### src/rtl/pipeline_hazard_ctrl.sv
// ---------------------------------------------------------------------------
// pipeline_hazard_ctrl
//
// Central stall/flush controller for a 5-stage RV32I pipeline. Drives the
// enables and flush controls of the IF/ID, ID/EX, EX/MEM and MEM/WB buffer
// registers and the PC. It handles three conditions:
//   * load-use hazards (one-cycle stall plus a bubble into EX)
//   * taken branches (flush IF/ID and ID/EX)
//   * multicycle data-memory accesses (freeze the whole pipeline)
// A watchdog halts the core if a memory access hangs longer than MEM_TIMEOUT.
//
// Optional feature macro: HAZARD_PERF_CNT_EN
//   When defined, adds the performance counters stall_cycles, flush_count and
//   timeout_count. When undefined, those ports and their logic are absent.
//
// Ports:
//   clk, reset        core clock, synchronous active-high reset
//   ifid_rs1/rs2      source registers of the instruction in ID
//   ifid_uses_rs2     instruction in ID actually reads rs2
//   idex_rd           destination register of the instruction in EX
//   idex_memread      instruction in EX is a load
//   ex_branch_taken   branch/jump resolved taken in EX this cycle
//   mem_req           instruction in MEM accesses data memory
//   mem_ready         data memory completes the access this cycle
//   pc_write, ifid_write, idex_write, exmem_write   register enables
//   ifid_flush, idex_flush, memwb_bubble            flush/bubble controls
//   halted            sticky watchdog fault
//   stall_state       FSM state (0=RUN, 1=MEM_WAIT, 2=HALT)
// ---------------------------------------------------------------------------
module pipeline_hazard_ctrl #(
    parameter int MEM_TIMEOUT = 16,
    parameter int CNT_W       = 8
) (
    input  logic        clk,
    input  logic        reset,
    input  logic [4:0]  ifid_rs1,
    input  logic [4:0]  ifid_rs2,
    input  logic        ifid_uses_rs2,
    input  logic [4:0]  idex_rd,
    input  logic        idex_memread,
    input  logic        ex_branch_taken,
    input  logic        mem_req,
    input  logic        mem_ready,
    output logic        pc_write,
    output logic        ifid_write,
    output logic        ifid_flush,
    output logic        idex_write,
    output logic        idex_flush,
    output logic        exmem_write,
    output logic        memwb_bubble,
    output logic        halted,
    output logic [1:0]  stall_state
`ifdef HAZARD_PERF_CNT_EN
    ,
    output logic [31:0] stall_cycles,
    output logic [31:0] flush_count,
    output logic [7:0]  timeout_count
`endif
);

    typedef enum logic [1:0] {
        ST_RUN      = 2'd0,
        ST_MEM_WAIT = 2'd1,
        ST_HALT     = 2'd2
    } state_t;

    localparam logic [CNT_W-1:0] TIMEOUT_CNT = CNT_W'(MEM_TIMEOUT);
    localparam logic [CNT_W-1:0] CNT_ONE     = CNT_W'(1);

    state_t             state_q, state_d;
    logic [CNT_W-1:0]   wait_cnt_q, wait_cnt_d;
    logic               halted_q, halted_d;

    logic               load_use;
    logic               mem_wait;
    logic               run_rules;
    logic               branch_flush;
    logic               lu_stall;

    // Hazard detection on the current inputs. x0 is never a real dependency.
    always_comb begin
        load_use = idex_memread && (idex_rd != 5'd0) &&
                   ((idex_rd == ifid_rs1) ||
                    (ifid_uses_rs2 && (idex_rd == ifid_rs2)));
        mem_wait = mem_req && !mem_ready;
    end

    // Next-state and output logic.
    always_comb begin
        pc_write     = 1'b1;
        ifid_write   = 1'b1;
        ifid_flush   = 1'b0;
        idex_write   = 1'b1;
        idex_flush   = 1'b0;
        exmem_write  = 1'b1;
        memwb_bubble = 1'b0;
        state_d      = state_q;
        wait_cnt_d   = wait_cnt_q;
        halted_d     = halted_q;
        run_rules    = 1'b0;
        branch_flush = 1'b0;
        lu_stall     = 1'b0;

        case (state_q)
            ST_RUN: begin
                run_rules = 1'b1;
            end
            ST_MEM_WAIT: begin
                if (mem_ready) begin
                    // Freeze drops in the completing cycle so the access
                    // retires without an extra dead cycle.
                    run_rules  = 1'b1;
                    state_d    = ST_RUN;
                    wait_cnt_d = '0;
                end else begin
                    pc_write     = 1'b0;
                    ifid_write   = 1'b0;
                    idex_write   = 1'b0;
                    exmem_write  = 1'b0;
                    memwb_bubble = 1'b1;
                    if (wait_cnt_q == TIMEOUT_CNT) begin
                        state_d  = ST_HALT;
                        halted_d = 1'b1;
                    end else begin
                        wait_cnt_d = wait_cnt_q + CNT_ONE;
                    end
                end
            end
            ST_HALT: begin
                pc_write     = 1'b0;
                ifid_write   = 1'b0;
                idex_write   = 1'b0;
                exmem_write  = 1'b0;
                memwb_bubble = 1'b1;
            end
            default: begin
                state_d = ST_RUN;
            end
        endcase

        // RUN priority: memory wait > branch flush > load-use.
        if (run_rules) begin
            if (mem_wait) begin
                pc_write     = 1'b0;
                ifid_write   = 1'b0;
                idex_write   = 1'b0;
                exmem_write  = 1'b0;
                memwb_bubble = 1'b1;
                state_d      = ST_MEM_WAIT;
                wait_cnt_d   = CNT_ONE;
            end else if (ex_branch_taken) begin
                // The flush also removes a dependent instruction in ID, so
                // a simultaneous load-use needs no stall.
                ifid_flush   = 1'b1;
                idex_flush   = 1'b1;
                branch_flush = 1'b1;
            end else if (load_use) begin
                pc_write   = 1'b0;
                ifid_write = 1'b0;
                idex_flush = 1'b1;
                lu_stall   = 1'b1;
            end
        end

        // The reset cycle presents a free-running pipeline regardless of the
        // state left behind.
        if (reset) begin
            pc_write     = 1'b1;
            ifid_write   = 1'b1;
            ifid_flush   = 1'b0;
            idex_write   = 1'b1;
            idex_flush   = 1'b0;
            exmem_write  = 1'b1;
            memwb_bubble = 1'b0;
            branch_flush = 1'b0;
            lu_stall     = 1'b0;
        end
    end

    always_ff @(posedge clk) begin
        if (reset) begin
            state_q    <= ST_RUN;
            wait_cnt_q <= '0;
            halted_q   <= 1'b0;
        end else begin
            state_q    <= state_d;
            wait_cnt_q <= wait_cnt_d;
            halted_q   <= halted_d;
        end
    end

    assign halted      = halted_q;
    assign stall_state = state_q;

`ifdef HAZARD_PERF_CNT_EN
    logic [31:0] stall_cycles_q, stall_cycles_d;
    logic [31:0] flush_count_q,  flush_count_d;
    logic [7:0]  timeout_count_q, timeout_count_d;

    // A MEM_WAIT exit cycle that also stalls on load-use counts once.
    always_comb begin
        stall_cycles_d  = stall_cycles_q;
        flush_count_d   = flush_count_q;
        timeout_count_d = timeout_count_q;
        if ((state_q == ST_MEM_WAIT) || lu_stall)
            stall_cycles_d = stall_cycles_q + 32'd1;
        if (branch_flush)
            flush_count_d = flush_count_q + 32'd1;
        if ((state_q != ST_HALT) && (state_d == ST_HALT))
            timeout_count_d = timeout_count_q + 8'd1;
    end

    always_ff @(posedge clk) begin
        if (reset) begin
            stall_cycles_q  <= '0;
            flush_count_q   <= '0;
            timeout_count_q <= '0;
        end else begin
            stall_cycles_q  <= stall_cycles_d;
            flush_count_q   <= flush_count_d;
            timeout_count_q <= timeout_count_d;
        end
    end

    assign stall_cycles  = stall_cycles_q;
    assign flush_count   = flush_count_q;
    assign timeout_count = timeout_count_q;
`endif

endmodule

### config.mk
export PLATFORM = sky130hd
export DESIGN_NAME = pipeline_hazard_ctrl
export DESIGN_NICKNAME = d
export VERILOG_FILES = /design/src/rtl/pipeline_hazard_ctrl.sv
export SDC_FILE = /design/constraint.sdc
export NUM_CORES = 1
export LEC_CHECK = 0
export ABC_AREA = 0
export CORE_MARGIN = 3
export CORE_UTILIZATION = 47
export DETAILED_ROUTE_END_ITERATION = 16
export PLACE_DENSITY = 0.87
export RECOVER_POWER = 100
export SYNTH_ARGS = -nofsm -noshare
export SYNTH_HDL_FRONTEND = slang
export SYNTH_SLANG_ARGS = --single-unit
### constraint.sdc
create_clock -name clk -period 3 [get_ports clk]
set_input_delay 0.45 -clock clk [delete_from_list [all_inputs] [get_ports clk]]
set_output_delay 0.45 -clock clk [all_outputs]
set_load 0.01 [all_outputs]
==> results of run 1 <==
## logic make-up after synthesis
logic type      after synthesis
simple gates                 36
compound gates               27
buf+inv                      12
flops                        11
xor+xnor                     10
fa+ha+maj                     6
mux                           2
## how the worst max path moves through the flow
stage	slack [ns]	cells after the start	end	startpoint
after CTS	0.14	7	idex_flush	stall_state[1]
final	0.17	6	pc_write	idex_rd[1]
after detailed placement	0.17	6	pc_write	idex_rd[1]
after global placement	0.20	6	pc_write	idex_rd[1]
after floorplan	0.96	7	pc_write	stall_state[1]
after global routing	0.05	6	wait_cnt_q[7]	stall_state[1]
## sequential cells by signal, indices dropped and copies added (netlist names)
| signal | cells |
|---|---|
| wait_cnt_q | 8 |
| stall_state | 2 |
| halted | 1 |
## cell usage after synthesis
cell type / n
xor2_1: 9
clkbuf_1: 3
o21bai_1: 1
and3_1: 4
dfxtp_1: 11
and2_1: 1
buf_4: 2
o311ai_1: 1
a221oi_1: 1
o21ai_0: 3
o22ai_1: 1
a21oi_1: 8
a21boi_4: 1
a32oi_1: 1
nand2_1: 10
nor4_1: 1
nor4b_4: 1
o21ai_1: 1
o21a_1: 2
nor3_1: 3
inv_1: 7
nor3b_2: 1
nor2b_4: 1
nor2b_1: 1
a41oi_1: 2
mux2i_1: 2
nand3b_1: 1
xnor2_1: 1
nand2b_1: 2
nand4_1: 1
or4_1: 1
nand3_1: 3
ha_1: 6
a21o_1: 1
a311oi_1: 4
nor2_1: 5
## cell usage in the layout, fill, tap and decap left out, types with 4 or more instances in the layout
master,synthesis,final
xor2_1,9,9
nand2_1,10,10
ha_1,6,5
nor2_1,5,5
dlygate4sd3_1,0,8
inv_1,7,7
a21oi_1,8,8
clkdlybuf4s50_1,0,23
a311oi_1,4,4
dfxtp_1,11,11
and3_1,4,4
## metal layers
layer | global-route usage | up-vias | wire length, µm
li1 | - | 433 | -
met1 | 0.252 | 428 | 933
met2 | 0.376 | 32 | 1210
met3 | 0.0612 | 4 | 150
met4 | 0.0664 | 0 | 19
met5 | 0 | - | 0
## where the power goes
| group | total, mW | internal [mW] | switching [mW] |
|---|---|---|---|
| clock | 0.104 | 0.0516 | 0.0524 |
| combinational | 0.0963 | 0.0537 | 0.0427 |
| sequential | 0.151 | 0.148 | 0.00308 |
## layout make-up
class | count | area [µm²] | share of cell area
multi-input cells | 81 | 574 | 0.484
inverters | 7 | 26.3 | 0.0221
well taps | 24 | 30.0 | 0.0253
clock buffers | 4 | 26.3 | 0.0221
repair buffers | 31 | 310 | 0.261
flip-flops and latches | 11 | 220 | 0.185
## metrics by stage
stage           util  total power [mW]  cell area, µm²  cells
2_1_floorplan      -             0.203             863    104
3_3_place_gp   0.731             0.252            1180    154
3_5_place_dp   0.731             0.255            1180    154
4_1_cts        0.747             0.358            1200    158
5_1_grt        0.737             0.371            1190    158
6_report       0.737             0.352            1190    158
## critical path, stage by stage
cell and delay (ns):
clkdlybuf4s50_1 0.46, or4_1 0.55, o21a_1 0.20, nand2_1 0.05, o21a_1 0.12, clkdlybuf4s50_1 0.54
==> results.toml, run 1 <==
[run_status]
status = "finished clean"

[logic_synthesis]
synth-seq-area-share = 0.255
synth_top_area_cell = "dfxtp_1"
synth_top_family_by_area = "simple AND/OR/NAND/NOR gates"
synthSimpleGateAreaFrac = 0.248
synth_area_leaders = "dfxtp_1 (26%), xor2_1 (9.1%), ha_1 (8.7%)"
syn_area_um2 = 863
synth_cells = 104
syn_area_per_cell_um2 = 8.30
synth-seq-cells = 11
synth_fa_ha_area_frac = 0.0870
synth_xor_area_frac = 0.101
muxShareOfSynthArea = 0.0232
synth-compound-area-share = 0.225
synth_nets = 132
synth_warnings = 0
synth_top_area_share = 0.255
yosys.cell_types.count = 36

[sta]
max_freq_mhz = 353
rsz0062_at_grt = "false"
slew_violations = 0
whs_ns = 0.494
period_share = 0.943
fin_tns_setup_ns = 0
worst_pin_slew_ns = 1.14
setup_ws_ns = 0.171
clock_skew_ns = 0.00394
final_hold_viol_count = 0
slew-limit-headroom = 0.232
finalSetupViolations = 0
period_needed_ns = 2.83

[min_path]
min_to = "halted"
hold_path_depth = 2
holdCritStartpoint = "halted"
hp-class = "flip-flop to flip-flop"

[drt]
route.detailed.drc = 0
firstDrtPassIters = 4
vias = 897
drt_iter0_drc = 22
avgRoutedWirePerCell_um = 14.6
routed_wl_um = 2310
vias_per_cell = 5.68
ant_nets = 0

[grt]
grt_usage = 0.215
grt_antenna_before_repair = 0
grt_pass1_vias = 960
grt_max_degree = 14
grt_pass1_wl_um = 4130
overflow = 0

[final_layout]
layout-drive-gt1-share = 0.0448
area_delta_synth_final_pct = 37.5
nFillCells = 133
diodes = 0
fin_nets = 163

[critical_path]
required_ns = 2.55
endpoint_kind = "output pin"
regToRegStartpoint = "stall_state[1]"
timing.rr.end = "wait_cnt_q[7]"
critPathMaxFanout = 3
cp-start-kind = "input port"
cp.arrival_ns = 2.38
path_class = "input port to output pin"
ff2ff_path_depth = 6
rrSetupSlack_ns = 0.32

[clock_tree]
cts_buffer_depth = 2
htreeDepth = 1
post-cts-setup-buffers = 0
cts_sinks = 11
hold_buffers = 0
cts_resized = 0
tritoncts = "done"
clk_pin_slew_ns = 0.07
cts_buffers = 3
cts_root_buf = "clkbuf_4"
clkLatencyLatePin_ns = 0.27

[floorplanning]
die_y_um = 48.9
dieArea_mm2 = 0.00239
die_x_um = 48.9
initial_core_util = 0.536
core_mm2 = 0.00161
io_pins = 32
fp-row-count = 14

[place]
dp_hpwl_um = 1800
dp_slack_ns = 0.172
gp_congestion = 0.742
port_buffers = 31

[pwr]
ir_drop_mv = 0.291
powerDensity_mw_per_mm2 = 296
p_leak_nw = 0.442

[flow_run]
cap_violations = 0
Power figures use the tool's default switching activity.
==> run 2: changes to the inputs <==
Settings changed: TNS_END_PERCENT set to 5.
==> results of run 2 <==
Same layout as run 1: the final DEF is identical, and so are final timing and power.
